### config.mk
export PLATFORM = sky130hd
export DESIGN_NAME = if_fetch_queue
export DESIGN_NICKNAME = d
export VERILOG_FILES = /design/src/rtl/if_fetch_queue.sv
export SDC_FILE = /design/constraint.sdc
export NUM_CORES = 1
export LEC_CHECK = 0
export BUFFER_PORTS_ARGS = -buffer_cell sky130_fd_sc_hd__buf_2
export CELL_PAD_IN_SITES_DETAIL_PLACEMENT = 0
export CELL_PAD_IN_SITES_GLOBAL_PLACEMENT = 1
export CORE_MARGIN = 2
export CORE_UTILIZATION = 49
export CTS_CLUSTER_DIAMETER = 80
export DETAILED_ROUTE_END_ITERATION = 10
export PLACE_DENSITY_LB_ADDON = 0.3
export SLEW_MARGIN = 20
export SYNTH_ARGS = -nofsm -noshare
export SYNTH_HDL_FRONTEND = slang
export SYNTH_SLANG_ARGS = --single-unit
### constraint.sdc
create_clock -name clk -period 3.5 [get_ports clk]
set_clock_uncertainty 0.05 [all_clocks]
set_input_delay 0.7 -clock clk [delete_from_list [all_inputs] [get_ports clk]]
set_output_delay 0.7 -clock clk [all_outputs]
set_load 0.01 [all_outputs]
### src/rtl/if_fetch_queue.sv
// if_fetch_queue: owns the PC, issues in-order imem fetches and buffers returned words for ID.
// Optional IF_NOP_FILL_EN: present a NOP with PC 0 on instn/instn_pc while the queue is empty.
module if_fetch_queue #(
  parameter int          DEPTH    = 4,
  parameter logic [31:0] RESET_PC = 32'h0000_0000
) (
  input  logic        clk,
  input  logic        rst_n,
  output logic        imem_req_valid,
  input  logic        imem_req_ready,
  output logic [31:0] imem_addr,
  input  logic        imem_rsp_valid,
  input  logic [31:0] imem_rsp_data,
  input  logic        redirect_valid,
  input  logic [31:0] redirect_pc,
  input  logic        id_stall,
  output logic [31:0] instn,
  output logic        instn_valid,
  output logic [31:0] instn_pc
);
  localparam int          CW      = $clog2(DEPTH + 1);
  localparam int          AW      = $clog2(DEPTH);
  localparam logic [CW:0] DEPTH_W = DEPTH[CW:0];

  logic [31:0]   r_pc;
  logic [31:0]   r_rsp_pc;
  logic [31:0]   r_instr [DEPTH];
  logic [31:0]   r_ipc   [DEPTH];
  logic [AW-1:0] r_rd_ptr;
  logic [AW-1:0] r_wr_ptr;
  logic [CW-1:0] r_count;
  logic [CW-1:0] r_inflight;
  logic [CW-1:0] r_drop;

  logic [CW:0]   w_occ;
  logic          w_accept;
  logic          w_rsp;
  logic          w_push;
  logic          w_pop;
  logic [CW-1:0] w_inflight_next;
  logic [31:0]   w_redir_pc;

  // Credit rule: queued plus outstanding words never exceed DEPTH, so a push always has room.
  assign w_occ           = {1'b0, r_count} + {1'b0, r_inflight};
  assign imem_req_valid  = rst_n && !redirect_valid && (w_occ < DEPTH_W);
  assign imem_addr       = r_pc;
  assign w_accept        = imem_req_valid && imem_req_ready;
  assign w_rsp           = imem_rsp_valid && (r_inflight != '0);
  assign w_push          = w_rsp && (r_drop == '0) && !redirect_valid;
  assign w_pop           = instn_valid && !id_stall && !redirect_valid;
  assign w_inflight_next = r_inflight + CW'(w_accept) - CW'(w_rsp);
  assign w_redir_pc      = {redirect_pc[31:2], 2'b00};
  assign instn_valid     = (r_count != '0);

  always_ff @(posedge clk or negedge rst_n) begin
    if (!rst_n) begin
      r_pc       <= RESET_PC;
      r_rsp_pc   <= RESET_PC;
      r_rd_ptr   <= '0;
      r_wr_ptr   <= '0;
      r_count    <= '0;
      r_inflight <= '0;
      r_drop     <= '0;
    end else if (redirect_valid) begin
      // Every word still outstanding after this edge belongs to the old path.
      r_pc       <= w_redir_pc;
      r_rsp_pc   <= w_redir_pc;
      r_rd_ptr   <= '0;
      r_wr_ptr   <= '0;
      r_count    <= '0;
      r_inflight <= w_inflight_next;
      r_drop     <= w_inflight_next;
    end else begin
      if (w_accept) r_pc <= r_pc + 32'd4;
      if (w_push) begin
        r_rsp_pc <= r_rsp_pc + 32'd4;
        r_wr_ptr <= r_wr_ptr + 1'b1;
      end
      if (w_pop) r_rd_ptr <= r_rd_ptr + 1'b1;
      r_count    <= r_count + CW'(w_push) - CW'(w_pop);
      r_inflight <= w_inflight_next;
      if (w_rsp && (r_drop != '0)) r_drop <= r_drop - 1'b1;
    end
  end

  always_ff @(posedge clk or negedge rst_n) begin
    if (!rst_n) begin
      for (int i = 0; i < DEPTH; i++) begin
        r_instr[i] <= '0;
        r_ipc[i]   <= '0;
      end
    end else if (w_push) begin
      r_instr[r_wr_ptr] <= imem_rsp_data;
      r_ipc[r_wr_ptr]   <= r_rsp_pc;
    end
  end

`ifdef IF_NOP_FILL_EN
  assign instn    = instn_valid ? r_instr[r_rd_ptr] : 32'h0000_0000;
  assign instn_pc = instn_valid ? r_ipc[r_rd_ptr]   : 32'h0000_0000;
`else
  assign instn    = r_instr[r_rd_ptr];
  assign instn_pc = r_ipc[r_rd_ptr];
`endif

endmodule
# Word-level counts from Yosys, hierarchy flattened

Cells that the tools add are included.
Widths: inputs -> output; s select.

Register bits: 333
Input bits: 70
Output and inout bits: 98
Logic and storage cells: 72

$add $sub $neg: 10
Order comparisons: 4
Muxes and demuxes: 21
Bitwise logic cells: 2
Reduce and logical (&&, ||, !) cells: 20

Operators by type and width:

| kind                  | number |
|---|---|
| $mux 32               | 9 |
| $bwmux 128            | 2 |
| $bmux 32 s2           | 2 |
| $add 32x3->32 const B | 2 |
| $demux 32 s2          | 1 |
| $logic_and 1x1->1     | 10 |
| $mux 3                | 3 |
| $reduce_bool 3->1     | 3 |
| $mux 2                | 4 |
| $reduce_bool 2->1     | 4 |
| $add 3x1->3           | 2 |
| $ge 3x3->1 const B    | 2 |
| $not 2->3             | 2 |
| $sub 3x1->3           | 2 |
| $add 2x1->2 const B   | 2 |
| $add 3x3->4           | 1 |
| $lt 4x3->1 const B    | 1 |
| $logic_not 3->1       | 1 |
| $lt 3x1->1 const B    | 1 |
| $sub 3x1->3 const B   | 1 |
| $logic_not 1->1       | 2 |

# Logic depth before layout (Yosys ltp)

Depth in word-level cells: 7
Gate-level depth with buffers: 12
Depth with buffers taken out: 12

# Worst setup path before layout

No wires, ideal clock.

Path type: input to register
Start: input port redirect_valid
End: register r_drop[2]
Library setup time: 133 ps
Data arrival time: 2665 ps
Required time: 3317 ps
Slack: 652 ps
Stages on the path: 12
Path buffers: 2
Path through: buf_2 -> nor3b_2 -> and4_1 -> inv_2 -> clkbuf_1 -> ha_1 -> inv_1 -> ha_1 -> fa_1 -> xnor2_1 -> nand2_1 -> o21ai_0

Word-level cells in the longest chain between the ends: 7
Elaborated cells on any way between the ends: 8
Classes of those cells: 2 x add/sub; 1 x mux; 5 x reduce/logical

RTL lines:

| what                           | RTL line | source |
|---|---|---|
| start, declared                | 14       | `input logic redirect_valid,` |
| $logic_not 1->1                | 45       | `assign imem_req_valid = rst_n && !redirect_valid && (w_occ < DEPTH_W);` |
| $logic_and 1x1->1 (2 in a row) | 45       |  |
| $logic_and 1x1->1              | 47       | `assign w_accept = imem_req_valid && imem_req_ready;` |
| $add 3x1->3                    | 51       | `assign w_inflight_next = r_inflight + CW'(w_accept) - CW'(w_rsp);` |
| $sub 3x1->3                    | 51       |  |
| named net w_inflight_next[2]   | 40       | `logic [CW-1:0] w_inflight_next;` |
| $mux 3                         | 64       | `end else if (redirect_valid) begin` |
| end signal, assigned           | 72       | `r_drop <= w_inflight_next;` |
| end signal, assigned           | 82       | `if (w_rsp && (r_drop != '0)) r_drop <= r_drop - 1'b1;` |
| end, declared                  | 33       | `logic [CW-1:0] r_drop;` |

The timed path passes the listed nets, and every way through them passes these cells.
A chain may end at the register's enable or synchronous reset.

# Worst setup path after layout

Start: register r_rd_ptr[0]
End: output port instn_pc[14]

Word-level cells in the longest chain between the ends: 4

RTL lines:

| what                                       | RTL line | source |
|---|---|---|
| start, declared                            | 29       | `logic [AW-1:0] r_rd_ptr;` |
| start signal, assigned                     | 79       | `if (w_pop) r_rd_ptr <= r_rd_ptr + 1'b1;` |
| $not 2->3 (not written as such)            | 103      | `assign instn_pc = r_ipc[r_rd_ptr];` |
| $bmux 32 s2                                | 103      |  |
| $mux 32 (not written as such) (2 in a row) | 103      |  |
| end, declared                              | 19       | `output logic [31:0] instn_pc` |

No other way between the ends. The select of a mux whose other input is x is not followed.

==> flow_summary.toml <==
[finish]
nets = 1308
final_common_cell = "dfrtp_1"
layout-drive-gt1-share_pct = 46.5
diodes = 0
final_area_um2 = 17500
final_cell_mix = "dfrtp_1, mux2_2, buf_2"
syn2layout_area_growth_pct = 17.2

[synthesis]
synth_top_area_share_pct = 53.7
synth_edf_count = 0
ys.warnings.count = 0
syn_inst = 1065
ys_top_cells_by_area = "dfrtp_1, mux2_2, mux4_2"
synth_area_leader_cell = "dfrtp_1"
ys_seq_area_share_pct = 53.7
yosys_register_bits = 321
syn_area_um2 = 15000
avgSynthCellArea_um2 = 14.0
synth_ff_type = "dfrtp_1"
async_flop_share_pct = 100
ys_types = 58

[cts]
cts_root_buf = "clkbuf_16"
cts_hold_buf = 0
htree_levels = 2
cts_sinks = 321
numCtsBuffers = 37
post_cts_resized = 0
cts_setup_buffers = 0
worstSkewPairLatency_ps = 510
clock_path_buffers = 3
cts_tree = "done"
cts.clk_slew.worst_paths_ps = 60

[floorplan]
start_util_pct = 50.1
num_io_pins = 168
num_rows = 63
die_area_um2 = 31900
die_y_um = 179
die_w_um = 179
core_area_um2 = 29900

[power]
ir_drop_mv = 0.319
leakagePower_nw = 8.12
powerDensity_nw_per_um2 = 716

[timing]
fin_crit_ps = 3110
slew_violations = 0
timing.final.ws_setup_ps = 391
min_period_over_period_pct = 88.8
holdWs_ps = 287
finalHoldViolCount = 0
finalSetupTns_ps = 0
max_freq_ghz = 0.322
setup_viol = 0
slew_headroom_pct = 37.8
rsz0062_at_grt = "no"
tightest_slew_ps = 933

[grt]
grt.overflow.total = 0
track_usage_pct = 21.1
first_global_vias = 9771
grt_pass1_wl_mm = 52.6
antenna_found_initial = 2
grt_max_degree = 75

[setup_path]
arrival_ps = 2360
endpoint_kind = "primary output"
cp_max_fo = 27
critical_path.max_stage_delay_ps = 840
worstPathRequired_ps = 2750
critPathLaunchType = "flop"
critPathKind = "reg -> out"
crit_path_cell_trace = "buf_12 -> mux4_2 -> buf_2"
crit_slowest_cell = "dfrtp_4"

[detailed_routing]
wl_mm = 32.7
wl_per_cell_um = 20.0
num_vias = 9323
drc = 0
ant_nets = 0
drt_iter0_markers = 524
drt_pre_antenna_iters = 4
avgViaCountPerCell = 5.68

[placement]
place_ws_ps = 740
port_buffers = 161
dpl.hpwl_mm = 21.0
post_dp_cell_area_um2 = 16300
place.gp.congestion = 0.810

[flow_run]
max_cap_viol_count = 0

[worst_hold_path]
min_path_type = "in -> async"

[run_status]
status = "finished, final reports clean"
[path summary, 6_finish.rpt]
check | start | endpoint | slack, ps | cells past startpoint
worst max-delay path | r_rd_ptr[0]$_DFFE_PN0P_ | instn_pc[14] | 390 | 3
worst min-delay path | rst_n | r_instr[38]$_DFFE_PN0P_ | 290 | 2
worst max register to register | r_inflight[2]$_DFF_PN0_ | r_drop[2]$_DFFE_PN0P_ | 950 | 11
worst min register to register | r_ipc[42]$_DFFE_PN0P_ | r_ipc[42]$_DFFE_PN0P_ | 450 | 1
max in group asynchronous | rst_n | r_rd_ptr[0]$_DFFE_PN0P_ | 1640 | 3
min in group clk | redirect_pc[7] | r_rsp_pc[7]$_DFFE_PN0N_ | 400 | 3
[logic make-up (layout without fill, tap and decap cells)]
kind of cell | after synthesis | count (layout) | share of synthesized area (%)
AOI/OAI and AO/OA | 71 | 71 | 2.95
buffers and inverters | 91 | 274 | 2.74
DFF | 321 | 321 | 53.7
xor gates and xnor gates | 46 | 46 | 2.69
muxes | 327 | 327 | 29.2
adders and majority gates | 16 | 16 | 1.44
other | 1 | 4 | 0.0251
and+or+nand+nor | 192 | 192 | 7.24
[cells in the mapped netlist (5+ instances only)]
cell type and instances:
nand4_1 24, mux2i_1 7, dfrtp_1 321, nand2_1 51, mux4_2 62, ha_1 14
nand3_1 30, inv_1 21, a31oi_1 6, mux2_2 258, nor3_1 9, xnor2_1 19
a21oi_1 8, nor2_1 23, o21ai_0 33, buf_2 40, xor2_1 27, clkbuf_1 20
buf_4 5, and2_1 10, and3_1 11
[per-layer routing]
metal,vias up,wire length [um],GRT usage (%)
li1,4211,-,-
met1,4844,15400,30.1
met2,214,15200,33.5
met3,50,1650,3.86
met4,4,498,5.45
met5,-,21,0
[layout make-up]
cell class / count / area [um^2]
Timing Repair Buffer: 184 / 1100
Clock buffer: 60 / 1150
Inverter: 22 / 82.6
Clock inverter: 8 / 119
Multi-Input combinational cell: 656 / 6550
Sequential cell: 321 / 8040
Fill cell: 2473 / 12300
Tap cell: 390 / 488
[report_power, final]
| part | leakage, nW | switching [mW] | internal [mW] |
|---|---|---|---|
| Clock | 0.628 | 1.47 | 2.48 |
| Sequential | 4.22 | 0.642 | 4.53 |
| Combinational | 3.28 | 1.50 | 1.93 |
| Total | 8.12 | 3.61 | 8.94 |
[worst max-delay path, delay by kind of cell (launching register included)]
kind,cells,cell delay [ps]
muxes,1,550
buffers and inverters,2,460
DFF,1,840
[sequential cells by signal (all words and copies together) (netlist names)]
register,count
r_ipc,120
r_drop,3
r_count,3
r_rsp_pc,30
r_wr_ptr,2
r_inflight,3
imem_addr,30
r_rd_ptr,2
r_instr,128
[metrics by stage]
stage / std cells / power, mW / util, %
after global placement: 1573 / 8.61 / 54.4
after global routing: 1641 / 13.3 / 58.7
after CTS: 1641 / 12.7 / 58.7
final: 1641 / 12.5 / 58.7
after detailed placement: 1573 / 8.71 / 54.4
after floorplan: 1068 / 7.41 / -
Note: power is estimated with default switching activity, not from simulation.
